--- config.mk ---
export PLATFORM = sky130hd
export DESIGN_NAME = width_gearbox
export DESIGN_NICKNAME = d
export VERILOG_FILES = /design/src/rtl/width_gearbox_pkg.sv /design/src/rtl/gearbox_buf.sv /design/src/rtl/width_gearbox.sv
export SDC_FILE = /design/constraint.sdc
export NUM_CORES = 1
export LEC_CHECK = 0
export BUFFER_PORTS_ARGS = -buffer_cell sky130_fd_sc_hd__buf_2
export CELL_PAD_IN_SITES_DETAIL_PLACEMENT = 1
export CELL_PAD_IN_SITES_GLOBAL_PLACEMENT = 1
export CORE_ASPECT_RATIO = 0.75
export CORE_MARGIN = 2
export CORE_UTILIZATION = 35
export CTS_BUF_LIST = sky130_fd_sc_hd__clkbuf_8
export DETAILED_ROUTE_END_ITERATION = 10
export PLACE_DENSITY = 0.64
export RECOVER_POWER = 50
export SLEW_MARGIN = 20
export SYNTH_ARGS = -nofsm -noshare
export SYNTH_HDL_FRONTEND = slang
export SYNTH_HIERARCHICAL = 1
export SYNTH_SLANG_ARGS = --single-unit
--- constraint.sdc ---
create_clock -name clk -period 2.8 [get_ports clk]
set_clock_uncertainty 0.05 [all_clocks]
set_input_delay 0.56 -clock clk [delete_from_list [all_inputs] [get_ports clk]]
set_output_delay 0.56 -clock clk [all_outputs]
set_load 0.02 [all_outputs]
--- src/rtl/width_gearbox_pkg.sv ---
// -----------------------------------------------------------------------------
// width_gearbox_pkg
// Shared helpers for the width_gearbox streaming width converter:
//   gb_buf_w     - bit capacity of the internal buffer for a given IN_W/OUT_W
//   gb_cnt_w     - counter width able to hold the values 0..bits
//   gb_params_ok - legality check on the width parameters (both >= 1)
// No ports (package).
// -----------------------------------------------------------------------------
package width_gearbox_pkg;

   // Two input words plus two output words of headroom lets a push and a pop
   // happen every cycle without in_ready ever dropping while out_ready is high.
   function automatic int gb_buf_w(input int in_w, input int out_w);
      return 2 * (in_w + out_w);
   endfunction

   // Number of bits needed to represent every value from 0 up to 'bits'.
   function automatic int gb_cnt_w(input int bits);
      return $clog2(bits + 1);
   endfunction

   // Both stream widths must be at least one bit.
   function automatic bit gb_params_ok(input int in_w, input int out_w);
      return (in_w >= 1) && (out_w >= 1);
   endfunction

endpackage : width_gearbox_pkg

--- src/rtl/gearbox_buf.sv ---
// -----------------------------------------------------------------------------
// gearbox_buf
// Left-aligned shift/insert bit buffer with occupancy counter. The oldest bit
// sits at BUF_W-1; a pop shifts left by OUT_W with zero fill, a push ORs the
// input word in directly behind the last valid bit (after any same-cycle pop).
// Bits beyond the count are kept at zero, which is what makes the OR insert
// and the zero padding of a rounded-up count work.
// Ports:
//   clk, rstn   clock, asynchronous active-low reset
//   i_clr       synchronous clear, overrides push and pop
//   i_push      write i_data this cycle
//   i_pop       remove OUT_W bits from the head this cycle
//   i_round     with i_push: round the new count up to a multiple of OUT_W
//   i_data      IN_W-bit input word, MSB first
//   o_top       the OUT_W oldest buffer bits
//   o_cnt       number of valid bits in the buffer
// -----------------------------------------------------------------------------
module gearbox_buf #(
   parameter int IN_W     = 24,
   parameter int OUT_W    = 128,
   parameter int BUF_W    = 304,
   parameter int CW       = 9,
   parameter bit ROUND_EN = 1'b0
) (
   input  logic             clk,
   input  logic             rstn,
   input  logic             i_clr,
   input  logic             i_push,
   input  logic             i_pop,
   input  logic             i_round,
   input  logic [IN_W-1:0]  i_data,
   output logic [OUT_W-1:0] o_top,
   output logic [CW-1:0]    o_cnt
);

   localparam logic [CW-1:0] OUT_C = CW'(OUT_W);
   localparam logic [CW-1:0] IN_C  = CW'(IN_W);

   logic [BUF_W-1:0] r_buf;
   logic [BUF_W-1:0] w_buf_pop;
   logic [BUF_W-1:0] w_ins;
   logic [BUF_W-1:0] w_buf_nxt;
   logic [CW-1:0]    r_cnt;
   logic [CW-1:0]    w_cnt_pop;
   logic [CW-1:0]    w_cnt_push;
   logic [CW-1:0]    w_cnt_rnd;
   logic [CW-1:0]    w_cnt_nxt;

   // Next buffer/count: pop first, then push at the post-pop fill level.
   always_comb begin
      w_buf_pop  = r_buf;
      w_cnt_pop  = r_cnt;
      if (i_pop) begin
         w_buf_pop = r_buf << OUT_W;
         w_cnt_pop = r_cnt - OUT_C;
      end else begin
         w_buf_pop = r_buf;
         w_cnt_pop = r_cnt;
      end

      // Input word left-aligned, then moved down behind the valid bits.
      w_ins      = {i_data, {(BUF_W-IN_W){1'b0}}} >> w_cnt_pop;
      w_cnt_push = w_cnt_pop + IN_C;
      // Padding bits need no write: everything past the count is already 0.
      w_cnt_rnd  = ((w_cnt_push + OUT_C - CW'(1)) / OUT_C) * OUT_C;

      w_buf_nxt  = w_buf_pop;
      w_cnt_nxt  = w_cnt_pop;
      if (i_clr) begin
         w_buf_nxt = '0;
         w_cnt_nxt = '0;
      end else if (i_push) begin
         w_buf_nxt = w_buf_pop | w_ins;
         if (ROUND_EN && i_round) begin
            w_cnt_nxt = w_cnt_rnd;
         end else begin
            w_cnt_nxt = w_cnt_push;
         end
      end else begin
         w_buf_nxt = w_buf_pop;
         w_cnt_nxt = w_cnt_pop;
      end
   end

   // Buffer and count registers.
   always_ff @(posedge clk or negedge rstn) begin
      if (!rstn) begin
         r_buf <= '0;
         r_cnt <= '0;
      end else begin
         r_buf <= w_buf_nxt;
         r_cnt <= w_cnt_nxt;
      end
   end

   assign o_top = r_buf[BUF_W-1 -: OUT_W];
   assign o_cnt = r_cnt;

endmodule : gearbox_buf

--- src/rtl/width_gearbox.sv ---
// -----------------------------------------------------------------------------
// width_gearbox
// Streaming width converter IN_W -> OUT_W (any ratio, up or down) with
// valid/ready on both sides. Bits are packed MSB first: earlier input bits land
// in more-significant output bits. All outputs are decoded from registers, so
// there is no combinational path from out_ready to in_ready.
// Optional feature macro: WIDTH_GEARBOX_LAST_EN adds frame-end handling
// (in_last pads the frame up to a whole output word, out_last marks it).
// Ports:
//   clk        clock
//   rstn       asynchronous active-low reset
//   clr        synchronous clear, discards all buffered bits
//   in_valid   input word valid
//   in_ready   input word accepted this cycle
//   in_data    IN_W-bit input word, bit IN_W-1 first in the stream
//   in_last    (WIDTH_GEARBOX_LAST_EN) pushed word ends a frame
//   out_valid  output word valid
//   out_ready  downstream accepts the output word
//   out_data   OUT_W-bit output word, bit OUT_W-1 earliest
//   out_last   (WIDTH_GEARBOX_LAST_EN) output word carries the frame's end
//   level      number of valid bits in the buffer
// -----------------------------------------------------------------------------
module width_gearbox
   import width_gearbox_pkg::*;
#(
   parameter  int IN_W  = 24,
   parameter  int OUT_W = 128,
   localparam int BUF_W = gb_buf_w(IN_W, OUT_W),
   localparam int CNT_W = gb_cnt_w(BUF_W)
) (
   input  logic             clk,
   input  logic             rstn,
   input  logic             clr,
   input  logic             in_valid,
   output logic             in_ready,
   input  logic [IN_W-1:0]  in_data,
`ifdef WIDTH_GEARBOX_LAST_EN
   input  logic             in_last,
`endif
   output logic             out_valid,
   input  logic             out_ready,
   output logic [OUT_W-1:0] out_data,
`ifdef WIDTH_GEARBOX_LAST_EN
   output logic             out_last,
`endif
   output logic [CNT_W-1:0] level
);

   if (!gb_params_ok(IN_W, OUT_W)) begin : g_bad_params
      $error("width_gearbox: IN_W and OUT_W must both be >= 1");
   end

`ifdef WIDTH_GEARBOX_LAST_EN
   // A rounded-up frame end can count past BUF_W, so the internal counter
   // gets room for one extra output word.
   localparam int CW       = gb_cnt_w(BUF_W + OUT_W);
   localparam bit ROUND_EN = 1'b1;
`else
   localparam int CW       = CNT_W;
   localparam bit ROUND_EN = 1'b0;
`endif

   logic [CW-1:0]    w_cnt;
   logic [OUT_W-1:0] w_top;
   logic             w_room;
   logic             w_push;
   logic             w_pop;
   logic             w_round;

   assign w_room    = (int'(w_cnt) + IN_W) <= BUF_W;
   assign out_valid = int'(w_cnt) >= OUT_W;
   assign out_data  = w_top;
   assign w_push    = in_valid & in_ready;
   assign w_pop     = out_valid & out_ready;

`ifdef WIDTH_GEARBOX_LAST_EN
   localparam int LVL_MAX = (1 << CNT_W) - 1;

   logic r_pend;
   logic w_pend_nxt;

   // While a frame end is pending the count is a whole number of output
   // words and no pushes occur, so the last word is the one at count OUT_W.
   assign in_ready = w_room & ~r_pend;
   assign out_last = r_pend & (w_cnt == CW'(OUT_W));
   assign w_round  = in_last;
   assign level    = (int'(w_cnt) > LVL_MAX) ? CNT_W'(LVL_MAX) : w_cnt[CNT_W-1:0];

   // Frame-end pending flag: set by a last push, cleared when its word pops.
   always_comb begin
      w_pend_nxt = r_pend;
      if (clr) begin
         w_pend_nxt = 1'b0;
      end else if (w_push & in_last) begin
         w_pend_nxt = 1'b1;
      end else if (w_pop & out_last) begin
         w_pend_nxt = 1'b0;
      end else begin
         w_pend_nxt = r_pend;
      end
   end

   // Pending flag register.
   always_ff @(posedge clk or negedge rstn) begin
      if (!rstn) begin
         r_pend <= 1'b0;
      end else begin
         r_pend <= w_pend_nxt;
      end
   end
`else
   assign in_ready = w_room;
   assign w_round  = 1'b0;
   assign level    = w_cnt;
`endif

   gearbox_buf #(
      .IN_W     (IN_W),
      .OUT_W    (OUT_W),
      .BUF_W    (BUF_W),
      .CW       (CW),
      .ROUND_EN (ROUND_EN)
   ) u_buf (
      .clk     (clk),
      .rstn    (rstn),
      .i_clr   (clr),
      .i_push  (w_push),
      .i_pop   (w_pop),
      .i_round (w_round),
      .i_data  (in_data),
      .o_top   (w_top),
      .o_cnt   (w_cnt)
   );

endmodule : width_gearbox

==> impl_metrics.env, run 1 <==
export IMPL_cp_arrival_ns=2.18
export IMPL_path_clk_slew_ns=0.06
export IMPL_cts_tree="built"
export IMPL_worstHoldPathType="input port to flop"
export IMPL_drc_errors=0
export IMPL_p_sw_mw=3.21
export IMPL_place_area_um2=16300
export IMPL_fp_dieW_um=246
export IMPL_drt_first_iter_violations=866
export IMPL_wl_per_cell_um=23.4
export IMPL_multi_input_area_um2=6160
export IMPL_initial_core_util_pct=35.5
export IMPL_rr_worst_depth=10
export IMPL_finalMaxSlewViolations=72
export IMPL_fp_coreArea_um2=43400
export IMPL_wl_um=49400
export IMPL_max_vdd_ir_drop_mv=0.348
export IMPL_htreeDepth=2
export IMPL_path_class="flop to primary output"
export IMPL_clk_path_buf_depth=3
export IMPL_cts_sinks=310
export IMPL_io_pins=168
export IMPL_p_int_mw=7.46
export IMPL_io_buffer_count=164
export IMPL_rsz0062_at_grt="true"
export IMPL_final_area_um2=17400
export IMPL_cp_cell_sequence="inv_2 > ha_4 > xor2_1 > or3_4 > a21oi_4 > nor2_1 > buf_4"
export IMPL_finalNetCount=1524
export IMPL_gp_congestion=0.840
export IMPL_num_vias=11400
export IMPL_grt_max_degree=99
export IMPL_syn_inst=1426
export IMPL_die_area_um2=45700
export IMPL_power_frac_clock_pct=39.8
export IMPL_cts_root_buf="clkbuf_8"
export IMPL_row_count=66
export IMPL_area_growth_pct=13.3
export IMPL_clk_latency_ns=0.61
export IMPL_grt_pass1_vias=12200
export IMPL_path_delay_family="simple AND/OR/NAND/NOR gates"
export IMPL_endpoint="in_ready"
export IMPL_max_freq_mhz=359
export IMPL_final_util_pct=40.2
export IMPL_p_sw_share_pct=30.1
export IMPL_outcome="finished, violations left"
export IMPL_grt_pass1_wl_um=76100
export IMPL_tightest_slew_ns=1.86
export IMPL_yosysWarningCount=6
export IMPL_power_static_leakage_nw=7.49
export IMPL_critical_path_startpoint_type="flop"
export IMPL_cp_startpoint="u_buf/o_cnt[4]$_DFFE_PN0P_"
export IMPL_dr_pass1_iters=5
export IMPL_cp_end_kind="primary output"
export IMPL_seq_area_um2=7760
export IMPL_cp_depth=7
export IMPL_max_stage_delay_ns=0.40
export IMPL_fill_cells=4844
export IMPL_max_slew_margin_pct=-23.9
export IMPL_violations="capacitance limit, slew limit"
export IMPL_drv_cap=1
export IMPL_cp_num_buf_inv=2
export IMPL_hold_viol=0
export IMPL_r2r_start="u_buf/o_cnt[3]$_DFFE_PN0P_"
export IMPL_power_frac_comb_pct=16.6
export IMPL_grt_util_all_layers_pct=21.7
export IMPL_syn_area_um2=15400
export IMPL_worstPathMaxFanout=3
export IMPL_antenna_found_initial=1
export IMPL_numCtsBuffers=52
export IMPL_cp_required_ns=2.19
export IMPL_rr_endpoint="u_buf/r_buf[27]$_DFF_PN0_"
export IMPL_drive_above_1_share_pct=20.1
export IMPL_rrSetupSlack_ns=0.05
export IMPL_antenna_left=0
export IMPL_cp_slowest_cell="or3_4"
export IMPL_die_h_um=186
export IMPL_power_density_nw_per_um2=612
export IMPL_min_period_ns=2.79
export IMPL_detailed_place_hpwl_um=32400
export IMPL_avgSynthCellArea_um2=10.8
export IMPL_power_frac_seq_pct=43.6
export IMPL_viasPerCell=5.40
export IMPL_finalCritPeriodShare_pct=99.5
export IMPL_setup_viol=0
export IMPL_overflow=0
-- cells in the final DEF (no fill, tap or decap), drive strengths merged, types with 4 or more instances in the layout --
cell    count
dfrtp     310
mux2i     193
buf       186
nand2     144
a22o      136
clkbuf    133
a21oi     130
inv        47
o22ai      42
nand3      27
nand2b     23
nor2       23
o21ai      15
o221ai     15
and2        9
mux2        8
a32oi       6
nor4        6
xnor2       5
xor2        5
a221o       4
o22a        4
a311oi      4
clkinv      4
a21o        4
-- tightest hold or removal path: cells and delay by family --
family / cells / cell delay [ns]
simple gates: 1 / 0.07
compound gates: 1 / 0.05
buf+inv: 1 / 0.13
-- power groups by stage --
| stage | logic (mW) | registers (mW) | clock network (mW) |
|---|---|---|---|
| floorplan | 1.08 | 4.72 | 0 |
| global placement | 1.70 | 4.74 | 0 |
| detailed placement | 1.73 | 4.74 | 0 |
| CTS | 1.75 | 4.66 | 4.37 |
| global route | 1.89 | 4.67 | 4.59 |
| finish | 1.77 | 4.66 | 4.25 |
-- how the worst min path moves through the flow --
stage,end,start,depth (start not counted)
after floorplan,u_buf/o_cnt[3]$_DFFE_PN0P_,rstn,0
after global placement,u_buf/r_buf[39]$_DFF_PN0_,u_buf/r_buf[39]$_DFF_PN0_,2
after detailed placement,u_buf/r_buf[40]$_DFF_PN0_,u_buf/r_buf[40]$_DFF_PN0_,2
after CTS,u_buf/r_buf[296]$_DFF_PN0_,in_data[16],3
after global routing,u_buf/r_buf[299]$_DFF_PN0_,in_data[19],3
final,u_buf/r_buf[296]$_DFF_PN0_,in_data[16],3
-- what timing repair did --
action	CTS	global route
hold buffers	1	0
pin swaps	3	7
setup endpoints to repair	83	142
endpoints found under the hold margin	62	0
cloned	0	1
resized for setup	4	17
buffers inserted	5	4
-- sequential cells by signal, indices dropped and copies added (netlist names) --
register     cells
u_buf/r_buf    304
u_buf/o_cnt      6
-- final cells by class --
cell class / count / area share [%]
Sequential cell: 310 / 44.5
Clock buffer: 67 / 5.29
Multi-Input combinational cell: 846 / 35.3
Inverter: 30 / 0.645
Antenna cell: 1 / 0.0143
Timing Repair Buffer: 253 / 9.19
Tap cell: 578 / 4.14
Clock inverter: 24 / 0.961
-- metrics by stage --
| step | instances | hold slack, ns | total power, mW | worst slack [ns] | TNS [ns] |
|---|---|---|---|---|---|
| floorplan | 1428 | 0.214 | 5.80 | 0.00941 | 0 |
| global placement | 2006 | 0.412 | 6.44 | 0.0246 | 0 |
| detailed placement | 2006 | 0.428 | 6.48 | -0.183 | -5.90 |
| CTS | 2103 | 0.156 | 10.8 | -0.0667 | -0.454 |
| global route | 2108 | 0.182 | 11.2 | -0.0898 | -0.847 |
| finish | 2109 | 0.192 | 10.7 | 0.0131 | 0 |
-- metal layers --
metal  GRT usage [%]  up-vias  share of wire [%]
met3            3.43       51                5.1
met2            33.7      278                 46
met5               0        -                  0
li1                -     5117                  -
met1            31.7     5936                 48
met4            4.84        0                1.4
No activity file was read; power rests on OpenSTA's default activity.
==> run 2, diff against run 1 <==
BUFFER_PORTS_ARGS = not set   (was -buffer_cell sky130_fd_sc_hd__buf_2)
DONT_BUFFER_PORTS = 1   (was not set)
PLACE_DENSITY = 0.6   (was 0.64)
==> impl_metrics.env, run 2 (synthesis gave the netlist of run 1 again) <==
export IMPL_drt_first_iter_violations=728
export IMPL_clk_latency_ns=0.60
export IMPL_path_clk_slew_ns=0.06
export IMPL_power_density_nw_per_um2=625
export IMPL_cts_tree="built"
export IMPL_worstHoldPathType="input port to async pin"
export IMPL_initial_core_util_pct=35.5
export IMPL_worstPathMaxFanout=8
export IMPL_antenna_left=0
export IMPL_viasPerCell=5.59
export IMPL_rrSetupSlack_ns=0.04
export IMPL_clk_path_buf_depth=3
export IMPL_gp_congestion=0.875
export IMPL_cp_arrival_ns=3.23
export IMPL_power_static_leakage_nw=6.82
export IMPL_io_buffer_count=0
export IMPL_numCtsBuffers=52
export IMPL_tightest_slew_ns=1.25
export IMPL_cts_root_buf="clkbuf_8"
export IMPL_place_area_um2=15300
export IMPL_grt_util_all_layers_pct=21.6
export IMPL_final_area_um2=16600
export IMPL_cts_hold_buf=3
export IMPL_violations="hold timing"
export IMPL_hold_slack_ns=-0.388
export IMPL_max_slew_margin_pct=16.9
export IMPL_drc_errors=0
export IMPL_drive_above_1_share_pct=14.0
export IMPL_outcome="finished, violations left"
export IMPL_die_h_um=186
export IMPL_area_growth_pct=7.66
export IMPL_fp_coreArea_um2=43400
export IMPL_finalMaxSlewViolations=0
export IMPL_finalCritPeriodShare_pct=98.5
export IMPL_layout_commonest_cell="dfrtp_1"
export IMPL_hold_viol=310
export IMPL_cp_required_ns=3.27
export IMPL_detailed_place_hpwl_um=30600
export IMPL_critical_path_startpoint_type="flop"
export IMPL_grt_max_degree=311
export IMPL_wl_um=49600
export IMPL_num_vias=10800
export IMPL_max_vdd_ir_drop_mv=0.265
export IMPL_htreeDepth=2
export IMPL_die_area_um2=45700
export IMPL_grt_pass1_vias=11300
export IMPL_fp_dieW_um=246
export IMPL_finalNetCount=1345
export IMPL_cp_end_kind="flop"
export IMPL_power_mw=10.4
export IMPL_path_class="flop to flop"
export IMPL_dr_pass1_iters=5
export IMPL_max_freq_mhz=363
export IMPL_drv_cap=0
export IMPL_largest_register_ffs=304
export IMPL_row_count=66
export IMPL_grt_pass1_wl_um=74800
export IMPL_io_pins=168
export IMPL_overflow=0
export IMPL_cts_sinks=310
export IMPL_min_period_ns=2.76
export IMPL_wl_per_cell_um=25.7
export IMPL_diodes=0
export IMPL_max_flop_register="u_buf/r_buf"
export IMPL_setup_viol=0
export IMPL_final_cell_mix="dfrtp_1, mux2i_1, nand2_1"
export IMPL_antenna_found_initial=0
[run 2: through the flow]
stage,cells,setup slack [ns],setup TNS (ns),util [%]
5_1_grt,1928,-0.0858,-2.39,38.3
3_3_place_gp,1828,0.0583,0,35.2
3_5_place_dp,1828,0.00980,0,35.2
2_1_floorplan,1428,0.00941,0,-
6_report,1928,0.0434,0,38.3
4_1_cts,1921,0.00219,0,37.8
[run 2: worst max-delay path, stage by stage (launching register included)]
cell and delay [ns]:
dfrtp_2 0.39, buf_4 0.17, nor4b_1 0.27, or3_4 0.20, a21oi_4 0.07, nor3b_4 0.28
inv_2 0.06, or4b_4 0.55, nor3_4 0.30, clkbuf_16 0.22, a22o_1 0.12
[run 2: final timing paths]
check                                           startpoint                          to  depth (start not counted)
worst max-delay path            u_buf/o_cnt[3]$_DFFE_PN0P_   u_buf/r_buf[25]$_DFF_PN0_                         10
worst min-delay path                                  rstn   u_buf/r_buf[73]$_DFF_PN0_                          0
worst max register to register  u_buf/o_cnt[3]$_DFFE_PN0P_   u_buf/r_buf[25]$_DFF_PN0_                         10
worst min register to register   u_buf/r_buf[42]$_DFF_PN0_   u_buf/r_buf[42]$_DFF_PN0_                          2
max in group asynchronous                             rstn  u_buf/o_cnt[4]$_DFFE_PN0P_                          0
min in group clk                               in_data[22]  u_buf/r_buf[302]$_DFF_PN0_                          2
[run 2: power breakdown]
| group | internal (mW) | switching (mW) |
|---|---|---|
| clock | 2.28 | 1.90 |
| sequential | 4.58 | 0.193 |
| combinational | 0.467 | 0.941 |
| total | 7.33 | 3.03 |
[run 2: layout make-up]
| type | instances | area (um2) |
|---|---|---|
| fill | 4674 | 26800 |
| sequential | 310 | 7760 |
| multi-input combinational | 846 | 6180 |
| clock buffer | 69 | 950 |
| timing repair buffer | 74 | 737 |
| tap | 578 | 723 |
| clock inverter | 21 | 121 |
| inverter | 30 | 113 |
[run 2: what timing repair did]
action / CTS / global route
cloned: 0 / 2
gates resized for setup: 1 / 23
pin swaps: 0 / 8
buffers inserted: 0 / 5
setup endpoints to repair: 3 / 197
endpoints found under the hold margin: 425 / 310
[run 2: metal layers]
layer  vias up  GRT usage, %  routed length (um)
met3        77          7.38                4100
met2       276          32.1               21700
met1      5647          29.7               22600
met4         0          6.29                1190
met5         -             0                   0
li1       4777             -                   -
==> run 3, diff against run 2 <==
CTS_BUF_LIST = not set   (was sky130_fd_sc_hd__clkbuf_8)
==> impl_metrics.env, run 3 (synthesis gave the netlist of run 1 again) <==
export IMPL_worstHoldPathType="input port to async pin"
export IMPL_finalNetCount=1319
export IMPL_detailed_place_hpwl_um=30600
export IMPL_cts_tree="built"
export IMPL_io_buffer_count=0
export IMPL_grt_util_all_layers_pct=21.3
export IMPL_min_period_ns=2.68
export IMPL_max_flop_register="u_buf/r_buf"
export IMPL_area_growth_pct=7.37
export IMPL_fin_cells=1892
export IMPL_rrSetupSlack_ns=0.12
export IMPL_cp_end_kind="flop"
export IMPL_drt_first_iter_violations=784
export IMPL_place_area_um2=15300
export IMPL_numCtsBuffers=35
export IMPL_max_freq_mhz=374
export IMPL_max_vdd_ir_drop_mv=0.419
export IMPL_dp_cells=1828
export IMPL_r2r_start="u_buf/o_cnt[3]$_DFFE_PN0P_"
export IMPL_rr_endpoint="u_buf/r_buf[166]$_DFF_PN0_"
export IMPL_clk_path_buf_depth=3
export IMPL_finalCritPeriodShare_pct=95.5
export IMPL_num_vias=10600
export IMPL_initial_core_util_pct=35.5
export IMPL_rsz0062_at_grt="false"
export IMPL_path_class="flop to flop"
export IMPL_violations="hold timing"
export IMPL_layout_commonest_cell="dfrtp_1"
export IMPL_viasPerCell=5.60
export IMPL_rr_worst_depth=11
export IMPL_finalMaxSlewViolations=0
export IMPL_power_frac_clock_pct=43.9
export IMPL_cts_sinks=310
export IMPL_final_util_pct=38.2
export IMPL_setup_viol=0
export IMPL_wl_per_cell_um=25.7
export IMPL_gp_congestion=0.875
export IMPL_p_sw_share_pct=27.8
export IMPL_overflow=0
export IMPL_critical_path_startpoint_type="flop"
export IMPL_finalSetupTns_ns=0
export IMPL_wl_um=48600
export IMPL_power_static_leakage_nw=6.73
export IMPL_fp_dieW_um=246
export IMPL_die_h_um=186
export IMPL_die_area_um2=45700
export IMPL_power_frac_comb_pct=12.3
export IMPL_hold_viol=310
export IMPL_clk_latency_ns=0.53
export IMPL_final_cell_mix="dfrtp_1, mux2i_1, nand2_1"
export IMPL_cp_required_ns=3.15
export IMPL_hold_slack_ns=-0.334
export IMPL_antenna_found_initial=0
export IMPL_htreeDepth=2
export IMPL_power_frac_seq_pct=43.8
export IMPL_drv_cap=0
export IMPL_drive_above_1_share_pct=12.3
export IMPL_tightest_slew_ns=1.05
export IMPL_cp_arrival_ns=3.02
export IMPL_fp_coreArea_um2=43400
export IMPL_p_int_mw=7.86
export IMPL_dr_pass1_iters=4
export IMPL_final_area_um2=16500
export IMPL_grt_pass1_vias=11200
export IMPL_cts_root_buf="clkbuf_16"
export IMPL_grt_max_degree=311
export IMPL_p_sw_mw=3.03
export IMPL_grt_pass1_wl_um=74000
export IMPL_outcome="finished, violations left"
export IMPL_max_slew_margin_pct=30.0
export IMPL_row_count=66
export IMPL_path_clk_slew_ns=0.06
export IMPL_drc_errors=0
export IMPL_diodes=0
export IMPL_largest_register_ffs=304
export IMPL_worstPathMaxFanout=4
export IMPL_power_density_nw_per_um2=658
export IMPL_antenna_left=0
export IMPL_io_pins=168
==> run 3: cell types whose count changed in the layout (fill, tap and decap cells not counted), moves of 2 or more <==
cell and delta:
clkinv_2 +6, clkbuf_8 -62, inv_1 -17, buf_4 -3, clkbuf_1 +7, clkbuf_16 +35, bufinv_16 +2, inv_8 -2
==> run 3: power groups by stage <==
| stage | registers [mW] | clock network (mW) | logic (mW) |
|---|---|---|---|
| after global routing | 4.78 | 5.09 | 1.44 |
| after CTS | 4.77 | 4.92 | 1.33 |
| after floorplan | 4.72 | 0 | 1.08 |
| final | 4.77 | 4.78 | 1.34 |
| after global placement | 4.85 | 0 | 1.30 |
| after detailed placement | 4.85 | 0 | 1.32 |
==> run 3: stage by stage <==
stage,hold WS (ns),setup WS [ns],power [mW]
5_1_grt,-0.352,0.0182,11.3
6_report,-0.334,0.125,10.9
2_1_floorplan,0.214,0.00941,5.80
4_1_cts,-0.348,0.0144,11.0
3_5_place_dp,0.230,0.00980,6.18
3_3_place_gp,0.231,0.0583,6.15
==> run 3: layout make-up <==
cell class                 count  area [um2]
fill                        4661       26800
sequential                   310        7760
multi-input combinational    846        6150
clock buffer                  50        1020
tap                          578         723
timing repair buffer          65         616
clock inverter                13         158
inverter                      30         113
==> run 3: worst max path at each step <==
stage                                    start                         end
floorplan           u_buf/o_cnt[4]$_DFFE_PN0P_   u_buf/r_buf[24]$_DFF_PN0_
global placement    u_buf/o_cnt[4]$_DFFE_PN0P_  u_buf/r_buf[215]$_DFF_PN0_
detailed placement  u_buf/o_cnt[4]$_DFFE_PN0P_  u_buf/r_buf[211]$_DFF_PN0_
CTS                 u_buf/o_cnt[4]$_DFFE_PN0P_  u_buf/r_buf[120]$_DFF_PN0_
global route        u_buf/o_cnt[4]$_DFFE_PN0P_  u_buf/r_buf[181]$_DFF_PN0_
finish              u_buf/o_cnt[3]$_DFFE_PN0P_  u_buf/r_buf[166]$_DFF_PN0_
==> run 3: metal layers <==
metal	part of all wire (%)	global-route usage, %	vias to the layer above	routed length, um
met5	0	0	-	0
met4	2.1	5.40	0	1030
met3	7.1	6.65	67	3460
met2	44	32.1	223	21400
met1	47	29.5	5581	22700
li1	-	-	4715	-
==> run 3: critical path: stages (launching register included) <==
cell      delay [ns]
dfrtp_2         0.43
inv_1           0.07
ha_2            0.26
or3_4           0.40
a21oi_4         0.21
nor3b_4         0.08
buf_4           0.16
nand4b_1        0.12
nor2_1          0.09
nor4b_2         0.17
buf_4           0.19
a221o_1         0.32
==> run 3: what timing repair did <==
item / CTS / global route
hold endpoints to repair: 310 / 310
setup endpoints to repair: 7 / 190
buffers inserted: 0 / 1
gates resized for setup: 1 / 16
pin swaps: 0 / 4
